--- src/rtl/gray_updown_if.sv ---
// Control and status bundle for gray_updown: step/load/clear requests in,
// Gray and binary count plus wrap flags out.
interface gray_updown_if #(
  parameter int unsigned WIDTH = 3
);
  logic             Clr;
  logic             En;
  logic             Up;
  logic             Load;
  logic [WIDTH-1:0] LoadVal;
  logic [WIDTH-1:0] Output;
  logic [WIDTH-1:0] Bin;
  logic             Overflow;
  logic             Underflow;
  logic             Tc;

  modport master (
    output Clr, En, Up, Load, LoadVal,
    input  Output, Bin, Overflow, Underflow, Tc
  );

  modport slave (
    input  Clr, En, Up, Load, LoadVal,
    output Output, Bin, Overflow, Underflow, Tc
  );
endinterface

--- src/rtl/gray_updown.sv ---
// Up/down Gray-code counter with sticky over/underflow and a terminal-count pulse.
// Define GRAY_UPDOWN_SAT_EN to saturate at the ends instead of wrapping.
module gray_updown #(
  parameter int unsigned WIDTH = 3
) (
  input  logic          Clk,
  input  logic          Reset_n,
  gray_updown_if.slave  bus
);

  localparam logic [WIDTH-1:0] MAX_VAL = '1;
  localparam logic [WIDTH-1:0] ONE     = WIDTH'(1);

  logic [WIDTH-1:0] b_q, b_d;
  logic             ovf_q, ovf_d;
  logic             unf_q, unf_d;
  logic             tc_q, tc_d;
  logic [WIDTH-1:0] load_bin;

  // Gray-to-binary: each binary bit folds in every Gray bit above it.
  always_comb begin
    load_bin = '0;
    load_bin[WIDTH-1] = bus.LoadVal[WIDTH-1];
    for (int unsigned i = WIDTH - 1; i > 0; i--) begin
      load_bin[i-1] = load_bin[i] ^ bus.LoadVal[i-1];
    end
  end

  always_comb begin
    b_d   = b_q;
    ovf_d = ovf_q;
    unf_d = unf_q;
    tc_d  = 1'b0;
    if (bus.Clr) begin
      b_d   = '0;
      ovf_d = 1'b0;
      unf_d = 1'b0;
    end else if (bus.Load) begin
      b_d = load_bin;
    end else if (bus.En) begin
      if (bus.Up) begin
        if (b_q == MAX_VAL) begin
          ovf_d = 1'b1;
          tc_d  = 1'b1;
`ifdef GRAY_UPDOWN_SAT_EN
          b_d   = MAX_VAL;
`else
          b_d   = '0;
`endif
        end else begin
          b_d = b_q + ONE;
        end
      end else begin
        if (b_q == '0) begin
          unf_d = 1'b1;
          tc_d  = 1'b1;
`ifdef GRAY_UPDOWN_SAT_EN
          b_d   = '0;
`else
          b_d   = MAX_VAL;
`endif
        end else begin
          b_d = b_q - ONE;
        end
      end
    end
  end

  always_ff @(posedge Clk or negedge Reset_n) begin
    if (!Reset_n) begin
      b_q   <= '0;
      ovf_q <= 1'b0;
      unf_q <= 1'b0;
      tc_q  <= 1'b0;
    end else begin
      b_q   <= b_d;
      ovf_q <= ovf_d;
      unf_q <= unf_d;
      tc_q  <= tc_d;
    end
  end

  assign bus.Bin       = b_q;
  assign bus.Output    = b_q ^ (b_q >> 1);
  assign bus.Overflow  = ovf_q;
  assign bus.Underflow = unf_q;
  assign bus.Tc        = tc_q;

endmodule

--- src/flat_wrapper.sv ---
// flat-port wrapper written by rule: the top's interface ports become plain ports
module gray_updown_flat 
#(
  parameter int unsigned WIDTH = 3
)
  (Clk, Reset_n, bus_Clr, bus_En, bus_Up, bus_Load, bus_LoadVal, bus_Output, bus_Bin, bus_Overflow, bus_Underflow, bus_Tc);
  gray_updown_if #(.WIDTH(WIDTH)) bus_i ();
  input  logic Clk;
  input  logic Reset_n;
  input wire logic [$bits(bus_i.Clr)-1:0] bus_Clr;
  input wire logic [$bits(bus_i.En)-1:0] bus_En;
  input wire logic [$bits(bus_i.Up)-1:0] bus_Up;
  input wire logic [$bits(bus_i.Load)-1:0] bus_Load;
  input wire logic [$bits(bus_i.LoadVal)-1:0] bus_LoadVal;
  output wire logic [$bits(bus_i.Output)-1:0] bus_Output;
  output wire logic [$bits(bus_i.Bin)-1:0] bus_Bin;
  output wire logic [$bits(bus_i.Overflow)-1:0] bus_Overflow;
  output wire logic [$bits(bus_i.Underflow)-1:0] bus_Underflow;
  output wire logic [$bits(bus_i.Tc)-1:0] bus_Tc;
  assign bus_i.Clr = bus_Clr;
  assign bus_i.En = bus_En;
  assign bus_i.Up = bus_Up;
  assign bus_i.Load = bus_Load;
  assign bus_i.LoadVal = bus_LoadVal;
  assign bus_Output = bus_i.Output;
  assign bus_Bin = bus_i.Bin;
  assign bus_Overflow = bus_i.Overflow;
  assign bus_Underflow = bus_i.Underflow;
  assign bus_Tc = bus_i.Tc;
  gray_updown #(.WIDTH(WIDTH)) u_core (.Clk(Clk), .Reset_n(Reset_n), .bus(bus_i));
endmodule
--- config.mk ---
export PLATFORM = sky130hd
export DESIGN_NAME = gray_updown_flat
export DESIGN_NICKNAME = d
export VERILOG_FILES = /design/src/rtl/gray_updown_if.sv /design/src/rtl/gray_updown.sv /design/src/flat_wrapper.sv
export SDC_FILE = /design/constraint.sdc
export NUM_CORES = 1
export LEC_CHECK = 0
export CORE_UTILIZATION = 30
export CTS_CLUSTER_DIAMETER = 40
export DETAILED_ROUTE_END_ITERATION = 10
export RECOVER_POWER = 100
export SYNTH_ARGS = -nofsm -noshare
export SYNTH_HDL_FRONTEND = slang
export SYNTH_SLANG_ARGS = --single-unit
--- constraint.sdc ---
create_clock -name Clk -period 1.4 [get_ports Clk]
set_input_delay 0.28 -clock Clk [delete_from_list [all_inputs] [get_ports Clk]]
set_output_delay 0.28 -clock Clk [all_outputs]
set_load 0.05 [all_outputs]
; ---- Word-level counts from Yosys, hierarchy flattened
; Cells that the tools add are included.
[totals]
input_bits = 9
output_inout_bits = 9
reg_bits = 6
[op_classes]
n_reduce_logical = 8
add_sub_neg = 2
eq_ne = 3
n_bitwise = 3
n_mux = 22
[ops]
columns = cell, n
row1 = 2-to-1 mux 3 bit, 6
row2 = 2-to-1 mux 1 bit, 16
row3 = AND reduction 4 bit, 2
row4 = nonzero test 2 bit, 4
row5 = "!= test 2 bit, second input constant", 2
row6 = "adder 3 x 1 -> 3 bit, second input constant", 1
row7 = "== test 3 bit, second input constant", 1
row8 = zero test 3 bit, 1
row9 = nonzero test 3 bit, 1
row10 = "subtractor 3 x 1 -> 3 bit, second input constant", 1
row11 = XOR 3 x 2 -> 3 bit, 1
row12 = XOR 1 bit, 2

; ---- Longest topological paths before layout
; Gate-level depths: netlist of run 1.
[logic_depth]
ltp_word = 6
mapped_depth = 5

; ---- Worst setup path after synthesis of run 1
; Ideal clock, no wire load.
[synth_timing]
kind = reg-to-reg
start = register u_core.b_q[0] (netlist: u_core.bus.Bin[0])
end = register u_core.b_q[1] (netlist: u_core.bus.Bin[1])
path_stages_with_launch = 6
arrival_time_ns = 1.860
setup_ns = 0.119
slack_ns = -0.579
path_cell_list = dfrtp_1 inv_1 ha_1 and3b_1 o22a_1 o21a_1
[synth_between]
elab_chain_len = 6
elab_cells_between_ends = 10
[synth_rtl]
columns = item, line
row1 = start: declaration, gray_updown.sv:14  ; logic [WIDTH-1:0] b_q, b_d;
row2 = start signal: assignment, gray_updown.sv:71  ; b_q <= '0;
row3 = start signal: assignment, gray_updown.sv:76  ; b_q <= b_d;
row4 = subtractor 3 x 1 -> 3 bit (tied with other cells), gray_updown.sv:63  ; b_d = b_q - ONE;
row5 = 2-to-1 mux 3 bit (on tied branches), "gray_updown.sv:54, gray_updown.sv:42"
row6 = 2-to-1 mux 3 bit *, gray_updown.sv:41  ; if (bus.Up) begin
row7 = 2-to-1 mux 3 bit *, gray_updown.sv:40  ; end else if (bus.En) begin
row8 = 2-to-1 mux 3 bit *, gray_updown.sv:38  ; end else if (bus.Load) begin
row9 = 2-to-1 mux 3 bit *, gray_updown.sv:34  ; if (bus.Clr) begin
; Every way passes the cells marked *; elsewhere a longest branch is shown, timed or not. The select of a mux whose other input is x is not followed.
; A chain may end at the register's enable or synchronous reset.

; ---- Final worst setup path of run 1
[layout_timing]
start = register u_core.b_q[1] (netlist: u_core.bus.Bin[1])
end = register u_core.b_q[2] (netlist: u_core.bus.Bin[2])
; The elaborated chain is that of the path after synthesis.

==> results of run 1 <==
routing by layer:
layer | vias to the layer above | wire length [µm] | GRT usage (%)
met2 | 16 | 539 | 30.0
met4 | 0 | 11 | 7.76
met3 | 2 | 63 | 6.94
met5 | - | 0 | 0
met1 | 189 | 472 | 19.1
li1 | 212 | - | -
flip-flops by register name (all words and copies together), names as in the netlist:
signal	count
u_core.bus.Bin	3
u_core.bus.Overflow	1
u_core.bus.Tc	1
u_core.bus.Underflow	1
cell families (layout without fill, tap and decap cells):
family	Yosys count	in the layout	synth area share, %
compound gates	13	13	22.8
simple gates	12	12	17.6
flops	6	6	36.5
fa+ha+maj	4	4	12.2
buf+inv	4	35	4.56
xor+xnor	3	3	6.38
power groups by stage:
stage	clock network (mW)	logic, mW	registers [mW]
5_1_grt	0.189	0.401	0.198
4_1_cts	0.176	0.373	0.201
3_3_place_gp	0	0.353	0.203
6_report	0.168	0.378	0.198
2_1_floorplan	0	0.134	0.239
3_5_place_dp	0	0.354	0.202
timing repair:
action	CTS	global route
pin swaps	3	4
hold buffers	0	0
cloned	0	0
resized for setup	6	3
buffers inserted	0	2
endpoints found under the setup margin	3	4
cells in the mapped netlist:
cell type  number
a31oi_1         1
nor2_1          3
and2b_2         1
dfrtp_1         6
ha_1            4
xor2_1          2
or2b_1          1
buf_4           1
inv_1           3
or2b_2          1
o21ai_0         2
o22a_1          1
nor3_1          2
a21boi_0        1
a2111oi_1       1
or3_1           1
o21a_1          1
o221ai_1        1
a21oi_1         4
xnor2_1         1
nand2_1         1
and3b_1         1
a221oi_2        1
nor3b_1         1
how the worst max path moves through the flow:
stage	startpoint	end	slack, ps	depth (start not counted)
final	u_core.bus.Bin[1]	u_core.bus.Bin[2]	-50	5
after global routing	u_core.bus.Bin[1]	u_core.bus.Bin[2]	-100	5
after CTS	u_core.bus.Bin[1]	u_core.bus.Bin[2]	-90	5
after detailed placement	bus_Up	u_core.bus.Bin[2]	-160	4
after global placement	bus_Up	u_core.bus.Bin[2]	-160	4
after floorplan	u_core.bus.Bin[1]	u_core.bus.Bin[2]	-170	5
area by class of cell:
type | count | area [µm²]
multi-input cells | 32 | 310
clock buffers | 4 | 26.3
fillers | 100 | 374
inverters | 3 | 11.3
flip-flops and latches | 6 | 154
repair buffers | 28 | 293
well taps | 14 | 17.5
critical path, delay by kind of cell (launching register included):
kind / cells / cell delay (ps)
AO/OA/AOI/OAI: 2 / 310
adder cells (fa/ha/maj): 1 / 150
buffers and inverters: 1 / 70
flip-flops: 1 / 410
AND/OR/NAND/NOR: 1 / 370
==> flow_summary.ini, run 1 <==
[pwr]
peakVddDrop_uv = 796
p_per_area_mw_per_mm2 = 916
clkPwrFrac_pct = 22.6
internal_power_uw = 483
power.leakage_nw = 0.356
pwr-share-seq_pct = 26.6
power_uw = 744
power_switching_uw = 260
combPwrFrac_pct = 50.8
p_sw_share_pct = 35.0

[floorplan]
dieArea_mm2 = 0.00152
core_mm2 = 0.00119
start_util_pct = 34.7
die_width_um = 39.0
fp-row-count = 12
top_level_ports = 18
die_y_um = 39.0

[yosys]
syn_nets = 55
ys_types = 24
synthCells = 42
yosys_warnings = 0
yosysTopAreaCell = dfrtp_1
ys_seq_area_share_pct = 36.5
ys_top_cells_by_area = dfrtp_1 36%, ha_1 12%, a21oi_1 4.9%
syn-mean-instance-area_um2 = 9.80
synth.top_cell.area_share_pct = 36.5
synth_seq_cells = 6
syn_area_um2 = 412

[drt]
routed_wirelength_mm = 1.09
drcViolationCount = 0
drt_iter0_markers = 6
postRouteAntennaNets = 0
wire_per_inst_um = 12.5
first_pass_iters = 4
vias = 419
routed_via_density = 4.82

[critical_path]
slowest_delay_ps = 410
ff2ff_setup_slack_ps = -50
reg2reg_to = u_core.bus.Bin[2]
crit_path_start_kind = flip-flop
cp-end-kind = flip-flop
arrival_ps = 1560
critical_path.cell_chain = inv_2 -> ha_4 -> or3_4 -> a221oi_4 -> a2111oi_2
worst_ep_required_time_ps = 1510
path_class = reg -> reg
crit_fanout = 4
slowest_stage = dfrtp_2
r2r-start = u_core.bus.Bin[1]
reg2regPathDepth = 5

[timing]
worst_slack_ps = -51.2
rsz0062_at_grt = yes
worst_pin_slew_ps = 272
slew_violations = 0
setup-violations-final = 4
finalClockSkew_ps = 0.450
post-route-period-util_pct = 104
fmax_ghz = 0.689
finalHoldViolations = 0
fin_setup_tns_ps = -96.9
relSlewSlack_pct = 81.8
whs_ps = 348
fin_crit_ps = 1450

[finish]
layout.cells.non_filler = 87
area_delta_synth_final_pct = 97.3
stdcell_area_um2 = 812
drive_above_1_share_pct = 50.7
antenna_cells = 0
final_common_cell = buf_4
fin_util_pct = 68.5
final_cell_mix = 9 x buf_4, 7 x clkdlybuf4s50_1, 5 x buf_12, 4 x a21oi_1, 4 x clkbuf_4
nets = 87

[cts]
clock-root-buffer = clkbuf_4
cts_buffer_depth = 2
clkTransAtPathRegs_ps = 40
clock-sinks = 6
htreeDepth = 1
clk_latency_ps = 240
tritoncts = done
cts_buffers = 3

[flow_run]
drv_cap = 0

[global_routing]
grt_max_degree = 8
grt_util_all_layers_pct = 17.7
globalRouteOverflowTotal = 0
grt_pass1_vias = 417
antenna_found_initial = 0
grt_pass1_wl_mm = 1.71

[place]
dpl.hpwl_um = 830
place_congestion = 0.826
dpl_worst_slack_ps = -164
port_buffers = 17
post-place-cells = 81
place_area_um2 = 773

[outcome]
status = finished, violations left
violations = setup timing

[hold_path]
hp-class = in -> async
No activity file was read; power rests on OpenSTA's default activity.
==> inputs of run 2 (changes only) <==
--- a/config.mk
+++ b/config.mk
@@ -5,6 +5,7 @@
 export SDC_FILE = /design/constraint.sdc
 export NUM_CORES = 1
 export LEC_CHECK = 0
+export CORE_MARGIN = 4
 export CORE_UTILIZATION = 30
 export CTS_CLUSTER_DIAMETER = 40
 export DETAILED_ROUTE_END_ITERATION = 10
==> run 2 against run 1 <==
The flow still finishes with violations (setup timing). Largest cell class unchanged. Sequential cell count unchanged. Critical endpoint is now bus_Output[1]. Die area increased by 33%. Global-route usage decreased by 6.5 points. Worst hold slack got worse by 1.6 ps. Maximum frequency increased by 2.6%. Via count increased by 1.7%. Critical path depth decreased by 2. Register-to-register slack improved by 50 ps. Largest power group unchanged. Sequential share of layout area decreased by 0.29 points. Highest routed layer is now met3.
==> flow_summary.ini, run 2 (same netlist as run 1, synthesis figures left out) <==
[outcome]
status = finished, violations left
violations = setup timing

[finish]
nets = 90
multi_input_area_um2 = 310
area_delta_synth_final_pct = 100
drive_above_1_share_pct = 50.0
largest_register_ffs = 3
antenna_cells = 0
final_cell_mix = 11 x buf_4, 7 x clkdlybuf4s50_1, 5 x buf_12, 4 x a21oi_1, 4 x clkbuf_4
regArea_um2 = 154
final.fill_count = 129
stdcell_area_um2 = 825
final_common_cell = buf_4
fin_util_pct = 63.4

[floorplan]
die_width_um = 45.0
top_level_ports = 18
dieArea_mm2 = 0.00203
start_util_pct = 31.6
fp-row-count = 13
die_y_um = 45.0
core_mm2 = 0.00130

[critical_path]
arrival_ps = 1130
worst_ep_required_time_ps = 1120
crit_end = bus_Output[1]
reg2regPathDepth = 5
ff2ff_setup_slack_ps = 0
critPathTopFamily = flip-flops
path_class = reg -> out
r2r-start = u_core.bus.Bin[1]
slowest_delay_ps = 430
timing.critical_path.from = u_core.bus.Bin[1]
cp-end-kind = primary output
crit_path_start_kind = flip-flop
critical_path.cell_chain = buf_6 -> xor2_4 -> buf_12
cp.depth = 3
crit_fanout = 4
cp_num_buf_inv = 2
slowest_stage = dfrtp_2
reg2reg_to = u_core.bus.Bin[2]

[drt]
routed_wirelength_mm = 1.04
vias = 426
drcViolationCount = 0
first_pass_iters = 2
wire_per_inst_um = 11.5
routed_via_density = 4.68
postRouteAntennaNets = 0
drt_iter0_markers = 1

[place]
dpl.hpwl_um = 891
port_buffers = 17
place_congestion = 0.841
place_area_um2 = 797

[timing]
relSlewSlack_pct = 80.3
post-route-period-util_pct = 101
rsz0062_at_grt = yes
worst_pin_slew_ps = 294
fin_crit_ps = 1410
setup-violations-final = 2
finalClockSkew_ps = 11.1
fmax_ghz = 0.707
worst_slack_ps = -14.4
finalHoldViolations = 0
slew_violations = 0

[global_routing]
grt_pass1_wl_mm = 1.64
globalRouteOverflowTotal = 0
grt_max_degree = 8
grt_pass1_vias = 412
antenna_found_initial = 0
grt_util_all_layers_pct = 11.1

[cts]
clkTransAtPathRegs_ps = 50
clock-sinks = 6
cts_buffers = 3
cts_buffer_depth = 2
tritoncts = done
htreeDepth = 1
clk_latency_ps = 250
clock-root-buffer = clkbuf_4
hold_buffers = 0

[pwr]
p_per_area_mw_per_mm2 = 902
power.leakage_nw = 0.362
peakVddDrop_uv = 597

[hold_path]
hp-class = in -> async

[flow_run]
drv_cap = 0
==> run 2: changes by cell type in the layout (fill, tap and decap cells not counted) <==
cell	change
buf_4	+2
buf_6	-1
clkbuf_1	+2
==> run 2: area by class of cell <==
type,instances,share of cell area (%)
clock buffers,4,3.19
inverters,3,1.37
well taps,15,2.28
repair buffers,31,36.9
flip-flops and latches,6,18.7
multi-input cells,32,37.6
==> run 2: worst min path at each step <==
| stage | startpoint | to | slack, ps | cells past startpoint |
|---|---|---|---|---|
| floorplan | Reset_n | u_core.bus.Bin[0] | -20 | 0 |
| global placement | Reset_n | u_core.bus.Tc | 540 | 1 |
| detailed placement | Reset_n | u_core.bus.Tc | 550 | 1 |
| CTS | Reset_n | u_core.bus.Tc | 280 | 1 |
| global route | Reset_n | u_core.bus.Tc | 360 | 1 |
| finish | Reset_n | u_core.bus.Tc | 350 | 1 |
==> run 2: through the flow <==
step                worst slack, ps  power (mW)  std cells  TNS, ps  hold slack, ps
finish                        -14.4       0.744         91    -18.0             346
global route                  -71.6       0.791         91     -317             357
CTS                           -29.1       0.764         91    -72.4             278
detailed placement             -130       0.562         85     -395             548
global placement              -70.6       0.559         85     -264             545
floorplan                      -171       0.373         42     -319           -15.6
==> run 2: where the power goes <==
group          switching, mW  leakage [nW]  internal, mW
Sequential           0.00931        0.0762         0.185
Clock                 0.0668        0.0150         0.108
Combinational          0.187         0.271         0.187
==> run 2: what timing repair did <==
item                                    4_1_cts  5_1_grt
endpoints found under the setup margin        4        6
gates resized for setup                       6        2
pin swaps                                     4        1
setup buffers                                 2        0
gates cloned                                  0        0
==> run 2: metal layers <==
metal	global-route usage, %	wire (µm)	up-vias
li1	-	-	219
met1	12.7	454	191
met2	19.5	486	16
met3	5.98	103	0
met4	0	0	0
met5	0	0	-
